<file path="config.mk">
export PLATFORM = sky130hd
export DESIGN_NAME = sc_button_conditioner_flat
export DESIGN_NICKNAME = d
export VERILOG_FILES = /design/src/rtl/sc_button_conditioner_if.sv /design/src/rtl/sc_button_conditioner.sv /design/src/flat_wrapper.sv
export SDC_FILE = /design/constraint.sdc
export NUM_CORES = 1
export LEC_CHECK = 0
export ABC_AREA = 1
export BUFFER_PORTS_ARGS = -buffer_cell sky130_fd_sc_hd__buf_4
export CAP_MARGIN = 0
export CORE_MARGIN = 10
export CORE_UTILIZATION = 50
export CTS_CLUSTER_SIZE = 24
export DETAILED_ROUTE_END_ITERATION = 10
export MAX_ROUTING_LAYER = met4
export PLACE_DENSITY = 0.69
export RECOVER_POWER = 50
export SLEW_MARGIN = 30
export SYNTH_ARGS = -nofsm -noshare
export SYNTH_HDL_FRONTEND = slang
export SYNTH_SLANG_ARGS = --single-unit
</file>
<file path="constraint.sdc">
create_clock -name SC_BUTTONCOND_CLOCK_50 -period 4.7 [get_ports SC_BUTTONCOND_CLOCK_50]
set_clock_uncertainty 0.1 [all_clocks]
set_input_delay 0.47 -clock SC_BUTTONCOND_CLOCK_50 [delete_from_list [all_inputs] [get_ports SC_BUTTONCOND_CLOCK_50]]
set_output_delay 0.47 -clock SC_BUTTONCOND_CLOCK_50 [all_outputs]
set_load 0.02 [all_outputs]
</file>
<file path="src/rtl/sc_button_conditioner_if.sv">
// Button bundle between the Frogger board pins and the point state machine.
// master drives the raw pins; slave is the conditioner.
interface sc_button_conditioner_if;
  logic [4:0] SC_BUTTONCOND_raw_InLow;
  logic [4:0] SC_BUTTONCOND_level_OutLow;
  logic [4:0] SC_BUTTONCOND_press_Out;

  modport master (
    output SC_BUTTONCOND_raw_InLow,
    input  SC_BUTTONCOND_level_OutLow,
    input  SC_BUTTONCOND_press_Out
  );

  modport slave (
    input  SC_BUTTONCOND_raw_InLow,
    output SC_BUTTONCOND_level_OutLow,
    output SC_BUTTONCOND_press_Out
  );
endinterface

</file>
<file path="src/rtl/sc_button_conditioner.sv">
// Five-channel button conditioner: 2-flop sync, debounce FSM and press strobe per channel.
// Optional auto-repeat on held direction buttons via macro SC_BUTTONCOND_AUTOREPEAT_EN.
//
// state        | meaning
// RELEASED     | button up, level=1
// PRESS_WAIT   | low seen, counting stable low samples
// PRESSED      | button down, level=0 (counts hold time when auto-repeat is built)
// RELEASE_WAIT | high seen, counting stable high samples
// GAP          | auto-repeat only: forced level=1 for two cycles while still held
module sc_button_conditioner #(
  parameter int DEBOUNCE_CYCLES = 500000,
  parameter int REPEAT_CYCLES   = 15000000,
  parameter int CNT_W           = 24
) (
  input logic                    SC_BUTTONCOND_CLOCK_50,
  input logic                    SC_BUTTONCOND_RESET_InLow,
  sc_button_conditioner_if.slave btnIf
);

  localparam logic [CNT_W-1:0] DEB_LAST = CNT_W'(DEBOUNCE_CYCLES - 1);
  localparam logic [CNT_W-1:0] CNT_ONE  = CNT_W'(1);

`ifdef SC_BUTTONCOND_AUTOREPEAT_EN
  localparam logic [CNT_W-1:0] REP_LAST = CNT_W'(REPEAT_CYCLES - 1);
  typedef enum logic [2:0] {
    RELEASED     = 3'd0,
    PRESS_WAIT   = 3'd1,
    PRESSED      = 3'd2,
    RELEASE_WAIT = 3'd3,
    GAP          = 3'd4
  } chanStateT;
`else
  typedef enum logic [2:0] {
    RELEASED     = 3'd0,
    PRESS_WAIT   = 3'd1,
    PRESSED      = 3'd2,
    RELEASE_WAIT = 3'd3
  } chanStateT;
`endif

  logic [4:0] sync1, sync2;
  logic [4:0] levelVec, pressVec;

  always_ff @(posedge SC_BUTTONCOND_CLOCK_50 or negedge SC_BUTTONCOND_RESET_InLow) begin
    if (!SC_BUTTONCOND_RESET_InLow) begin
      sync1 <= 5'b11111;
      sync2 <= 5'b11111;
    end else begin
      sync1 <= btnIf.SC_BUTTONCOND_raw_InLow;
      sync2 <= sync1;
    end
  end

  for (genvar g = 0; g < 5; g++) begin : gChan
    // start button (channel 4) must never auto-repeat
    localparam bit CAN_REPEAT = (g != 4);

    chanStateT        state, stateNext;
    logic [CNT_W-1:0] cnt, cntNext;
    logic             levelQ, levelNext;
    logic             pressQ, pressNext;

    always_ff @(posedge SC_BUTTONCOND_CLOCK_50 or negedge SC_BUTTONCOND_RESET_InLow) begin
      if (!SC_BUTTONCOND_RESET_InLow) begin
        state  <= RELEASED;
        cnt    <= '0;
        levelQ <= 1'b1;
        pressQ <= 1'b0;
      end else begin
        state  <= stateNext;
        cnt    <= cntNext;
        levelQ <= levelNext;
        pressQ <= pressNext;
      end
    end

    always_comb begin
      stateNext = state;
      cntNext   = cnt;
      levelNext = levelQ;
      pressNext = 1'b0;
      case (state)
        RELEASED: begin
          levelNext = 1'b1;
          if (!sync2[g]) begin
            stateNext = PRESS_WAIT;
            cntNext   = CNT_ONE;
          end
        end
        PRESS_WAIT: begin
          if (sync2[g]) begin
            stateNext = RELEASED;
            cntNext   = '0;
          end else if (cnt == DEB_LAST) begin
            stateNext = PRESSED;
            cntNext   = '0;
            levelNext = 1'b0;
            pressNext = 1'b1;
          end else begin
            cntNext = cnt + CNT_ONE;
          end
        end
        PRESSED: begin
          if (sync2[g]) begin
            stateNext = RELEASE_WAIT;
            cntNext   = CNT_ONE;
          end
`ifdef SC_BUTTONCOND_AUTOREPEAT_EN
          else if (CAN_REPEAT && cnt == REP_LAST) begin
            stateNext = GAP;
            cntNext   = '0;
            levelNext = 1'b1;
          end else if (CAN_REPEAT) begin
            cntNext = cnt + CNT_ONE;
          end
`endif
        end
        RELEASE_WAIT: begin
          // level is forced low on bounce-back so a release begun from GAP re-presses cleanly
          if (!sync2[g]) begin
            stateNext = PRESSED;
            cntNext   = '0;
            levelNext = 1'b0;
          end else if (cnt == DEB_LAST) begin
            stateNext = RELEASED;
            cntNext   = '0;
            levelNext = 1'b1;
          end else begin
            cntNext = cnt + CNT_ONE;
          end
        end
`ifdef SC_BUTTONCOND_AUTOREPEAT_EN
        GAP: begin
          if (sync2[g]) begin
            stateNext = RELEASE_WAIT;
            cntNext   = CNT_ONE;
          end else if (cnt == CNT_ONE) begin
            stateNext = PRESSED;
            cntNext   = '0;
            levelNext = 1'b0;
            pressNext = 1'b1;
          end else begin
            cntNext = cnt + CNT_ONE;
          end
        end
`endif
        default: begin
          stateNext = RELEASED;
          cntNext   = '0;
          levelNext = 1'b1;
        end
      endcase
    end

    assign levelVec[g] = levelQ;
    assign pressVec[g] = pressQ;
  end

  assign btnIf.SC_BUTTONCOND_level_OutLow = levelVec;
  assign btnIf.SC_BUTTONCOND_press_Out    = pressVec;

endmodule

</file>
<file path="src/flat_wrapper.sv">
// flat-port wrapper written by rule: the top's interface ports become plain ports
module sc_button_conditioner_flat 
#(
  parameter int DEBOUNCE_CYCLES = 500000,
  parameter int REPEAT_CYCLES   = 15000000,
  parameter int CNT_W           = 24
)
  (SC_BUTTONCOND_CLOCK_50, SC_BUTTONCOND_RESET_InLow, btnIf_SC_BUTTONCOND_raw_InLow, btnIf_SC_BUTTONCOND_level_OutLow, btnIf_SC_BUTTONCOND_press_Out);
  sc_button_conditioner_if btnIf_i ();
  input logic SC_BUTTONCOND_CLOCK_50;
  input logic SC_BUTTONCOND_RESET_InLow;
  input wire logic [$bits(btnIf_i.SC_BUTTONCOND_raw_InLow)-1:0] btnIf_SC_BUTTONCOND_raw_InLow;
  output wire logic [$bits(btnIf_i.SC_BUTTONCOND_level_OutLow)-1:0] btnIf_SC_BUTTONCOND_level_OutLow;
  output wire logic [$bits(btnIf_i.SC_BUTTONCOND_press_Out)-1:0] btnIf_SC_BUTTONCOND_press_Out;
  assign btnIf_i.SC_BUTTONCOND_raw_InLow = btnIf_SC_BUTTONCOND_raw_InLow;
  assign btnIf_SC_BUTTONCOND_level_OutLow = btnIf_i.SC_BUTTONCOND_level_OutLow;
  assign btnIf_SC_BUTTONCOND_press_Out = btnIf_i.SC_BUTTONCOND_press_Out;
  sc_button_conditioner #(.DEBOUNCE_CYCLES(DEBOUNCE_CYCLES), .REPEAT_CYCLES(REPEAT_CYCLES), .CNT_W(CNT_W)) u_core (.SC_BUTTONCOND_CLOCK_50(SC_BUTTONCOND_CLOCK_50), .SC_BUTTONCOND_RESET_InLow(SC_BUTTONCOND_RESET_InLow), .btnIf(btnIf_i));
endmodule
</file>
# --- Yosys cells after proc, flatten, opt, wreduce, memory -nomap -nowiden ---
# Index checks and enable logic that the tools add are counted.
# Widths: inputs -> output; s select.
word_totals:
  regBits: 155
  in_bits: 7
op_classes:
  add_sub_neg: 5
  n_eq_ne: 50
  mux: 105
  bitwise: 5
  n_reduce_logical: 20
op_table:
  columns: ["op", "n"]
  rows:
  - ["$mux 24", 25]
  - ["$pmux 24 s4", 5]
  - ["$add 24x1->24 const B", 5]
  - ["$eq 24x19->1 const B", 5]
  - ["$mux 3", 30]
  - ["$pmux 3 s4", 5]
  - ["$reduce_and 4->1", 10]
  - ["$mux 1", 35]
  - ["$eq 3x2->1 const B", 10]
  - ["$ne 2x1->1 const B", 10]
  - ["$ne 2x2->1 const B", 10]
  - ["$eq 3x1->1 const B", 5]
  - ["$logic_not 3->1", 5]
  - ["$ne 3x1->1 const B", 5]
  - ["$ne 3x3->1 const B", 5]
  - ["$pmux 1 s3", 5]
  - ["$reduce_and 2->1", 5]
  - ["$not 1->1", 5]

# --- Logic depth before layout (Yosys ltp) ---
depth:
  word_depth: 4
  depth_mapped: 11
  mapped_depth_nobuf: 11

# --- Worst setup path after synthesis ---
# No wires, ideal clock.
synth_path:
  path_type: "register -> register"
  start: "reg u_core.gChan[2].cnt[0]"
  end: "reg u_core.gChan[2].cnt[13]"
  t_arrival_ps: 1403
  required_time_ps: 4470
  setup_slack_ps: 3067
  path_stages_with_launch: 10
  path_cell_list: "dfrtp_1 > ha_1 > nand2_1 > nor2_2 > inv_2 > nor2_4 > nand3_2 > a21oi_4 > buf_6 > nor3_1"
synth_via:
  elab_chain_cells: 4
synth_lines:
  columns: ["item", "line_no", "source"]
  rows:
  - ["from (decl)", "sc_button_conditioner.sv:59", "logic [CNT_W-1:0] cnt, cntNext;"]
  - ["from (signal assigned)", "sc_button_conditioner.sv:71", "cnt <= cntNext;"]
  - ["$add 24x1->24 / $eq 24x19->1 (equally long branches)", null, null]
  - ["$mux 24 *", "sc_button_conditioner.sv:94, sc_button_conditioner.sv:124", null]
  - ["$mux 24, on equally long branches", "sc_button_conditioner.sv:120, sc_button_conditioner.sv:91", null]
  - ["$pmux 24 s4 *", "sc_button_conditioner.sv:82", "case (state)"]
# Every way passes the cells marked *; elsewhere a longest branch is shown, timed or not.
# A chain may end at the register's enable or synchronous reset.

==> results.py <==
metrics = {
    "clocking": {
        "hold_buffers": 0,
        "clk_pin_slew_worst_paths_ns": 0.06,
        "post_cts_resized": 0,
        "cts_setup_buffers": 0,
        "clock_sinks": 150,
        "clk_path_buf_depth": 2,
        "ctsHtreeMaxLevel": 4,
        "cts-root-buf": "clkbuf_16",
        "cts_buffers": 17,
        "clk_latency_ns": 0.42,
        "cts_tree": "done",
    },
    "sta": {
        "rsz0062_at_grt": "no",
        "min_period_over_period_pct": 51.6,
        "tns_ns": 0,
        "worstMarginPinSlew_ns": 2.45,
        "min_period_ns": 2.42,
        "hold_slack_ns": 0.0570,
        "slew_viol_final": 99,
        "fmax_mhz": 413,
        "hold_viol_final": 0,
        "relSlewSlack_pct": -63.3,
        "setup_viol": 0,
    },
    "synth": {
        "synth_area_um2": 9060,
        "synth_compound_area_share_pct": 5.80,
        "synth_most_common_cell": "nand2_1",
        "synthAdderAreaFrac_pct": 0.690,
        "synth_edf_count": 0,
        "yosys_warnings": 0,
        "synthTopCellsByArea": "dfrtp_1, nand2_1, nor2_1",
        "synthXorXnorAreaFrac_pct": 1.93,
        "yosysTopAreaCellShare_pct": 37.3,
        "synth_seq_cells": 150,
        "synth_common_cells": "nand2_1, nor2_1, inv_1",
        "synthMuxAreaShare_pct": 0,
        "synth_top_cell_by_area": "dfrtp_1",
        "syn_inst": 1264,
        "async_reset_ff_share_pct": 100,
        "synthFlopType": "dfrtp_1",
        "syn_avg_cell_area_um2": 7.17,
        "synth_top_family_by_area": "simple AND/OR/NAND/NOR gates",
        "ys_seq_area_share_pct": 41.6,
        "synth.distinct_cells": 46,
        "yosys.area_share.simple_pct": 40.4,
        "syn_nets": 1276,
    },
    "global_routing": {
        "grt_usage_pct": 17.2,
        "grt_pass1_vias": 7462,
        "grt_max_degree": 99,
        "antenna_found_initial": 0,
        "grt_pass1_wl_um": 34100,
        "overflow": 0,
    },
    "critical_path": {
        "cp.depth": 2,
        "crit_family": "buffers and inverters",
        "critPathCaptureType": "asynchronous set/reset pin",
        "cp-endpoint": "u_core.gChan[2].levelQ",
        "r2r_end": "u_core.gChan[2].cnt[18]",
        "critPathMaxStageDelay_ns": 1.71,
        "cp-startpoint": "SC_BUTTONCOND_RESET_InLow",
        "crit_arrival_ns": 2.85,
        "reg2reg_slack_ns": 2.67,
        "cp.required_ns": 5.12,
        "crit_path_start_kind": "input pin",
        "timing.rr.start": "u_core.sync2[2]",
        "worstSetupPathType": "input pin to asynchronous set/reset pin",
        "crit_slowest_cell": "clkbuf_2",
        "worstRegToRegCells": 8,
        "path_buf_inv": 2,
        "path_cells": "clkbuf_2 -> buf_4",
        "critPathMaxFanout": 98,
    },
    "floorplanning": {
        "coreArea_um2": 17900,
        "start_util_pct": 50.6,
        "num_io_pins": 17,
        "dieArea_um2": 23900,
        "rows": 49,
        "die_w_um": 155,
        "die_h_um": 155,
    },
    "placement": {
        "numPortBuffers": 16,
        "dp.cells": 1489,
        "gp_congestion": 0.899,
        "hpwl_um": 14100,
    },
    "power": {
        "seqPwrFrac_pct": 38.2,
        "switching_share_pct": 33.6,
        "clockPowerShare_pct": 36.7,
        "combPwrFrac_pct": 25.1,
        "p_per_area_nw_per_um2": 411,
        "vdd_drop_max_mv": 0.423,
        "p_leak_nw": 4.65,
        "p_switching_mw": 1.37,
        "internal-power_mw": 2.72,
    },
    "hold_path": {
        "hold_class": "input pin to register",
        "holdPathStages": 1,
    },
    "route": {
        "detail_route.first_pass.iterations": 5,
        "vias": 7872,
        "routed_via_density": 5.18,
        "routed_wl_um": 19500,
        "drc_errors": 0,
        "antenna_left": 0,
        "wire_per_inst_um": 12.8,
        "first_iter_violations": 555,
    },
    "cells_and_area": {
        "layout-drive-gt1-share_pct": 11.2,
        "layout-area-overhead-vs-synth_pct": 9.77,
        "insertedDiodeCount": 0,
        "instances_no_fill": 1521,
        "layout.nets": 1291,
    },
    "run_status": {
        "violations": "max-capacitance violations, max-slew violations",
        "status": "complete, but fails checks",
    },
    "job": {
        "maxCapViolations": 1,
    },
}
==> state kept, by name, summed over array words and instances, names as in the netlist, named ones only <==
register             flops
u_core.gChan.cnt       120
u_core.gChan.pressQ      5
u_core.gChan.state       5
u_core.sync2             5
u_core.sync1             5
u_core.gChan.levelQ      5
==> metrics by stage <==
stage | power (mW) | utilization (%) | setup slack, ns | cell area (um^2)
after floorplan | 2.44 | - | 3.07 | 9060
after global placement | 2.60 | 52.0 | 2.69 | 9310
after detailed placement | 2.62 | 52.0 | 2.68 | 9310
after CTS | 4.13 | 55.6 | 2.67 | 9960
after global routing | 4.34 | 55.6 | 1.83 | 9950
final | 4.09 | 55.6 | 2.28 | 9950
==> metal layers <==
layer	vias up	global-route usage, %	share of wire [%]
met1	3662	22.4	48
met2	142	26.9	47
li1	4046	-	-
met3	22	3.49	3.7
met4	0	4.23	1.1
met5	-	-	0
==> how the worst min path moves through the flow <==
stage	start	end	slack, ns
2_1_floorplan	SC_BUTTONCOND_RESET_InLow	asynchronous set/reset pin	0.07
3_3_place_gp	u_core.sync1[1]	u_core.sync2[1]	0.25
3_5_place_dp	u_core.sync1[1]	u_core.sync2[1]	0.25
4_1_cts	btnIf_SC_BUTTONCOND_raw_InLow[1]	u_core.sync1[1]	0.04
5_1_grt	btnIf_SC_BUTTONCOND_raw_InLow[1]	u_core.sync1[1]	0.04
6_report	btnIf_SC_BUTTONCOND_raw_InLow[2]	u_core.sync1[2]	0.06
==> placed cells by master, fill, tap and decap left out, drive strengths merged, types with 7 or more instances in the layout <==
cell type    n
dfrtp      135
nand2      313
dfstp       15
nand4       40
nor2       261
nor4         9
nor3        57
inv        179
nand3      106
xor2        15
buf         12
a21oi       44
clkbuf      29
a31oi        7
o21ai       30
==> final cells by class <==
class                   instances  area, um^2
clock buffers                  23         478
well taps                     229         287
repair buffers                 18         133
flip-flops and latches        150        3770
fillers                      1686        7950
clock inverters                 9         173
multi-input cells             912        4430
inverters                     180         681
==> power by group through the flow <==
| stage | Combinational (mW) | Sequential, mW | Clock (mW) |
|---|---|---|---|
| final | 1.03 | 1.56 | 1.50 |
| after global routing | 1.17 | 1.58 | 1.59 |
| after CTS | 1.04 | 1.56 | 1.53 |
| after detailed placement | 1.03 | 1.58 | 0 |
| after global placement | 1.02 | 1.58 | 0 |
| after floorplan | 0.898 | 1.55 | 0 |
==> kinds of logic (layout without fill, tap and decap cells) <==
logic type	after synthesis	count (layout)
and+or+nand+nor	796	796
buffers and inverters	202	230
DFF	150	150
AOI/OAI and AO/OA	91	91
xor gates and xnor gates	20	20
adders and majority gates	5	5
No activity file was read; power rests on OpenSTA's default activity.
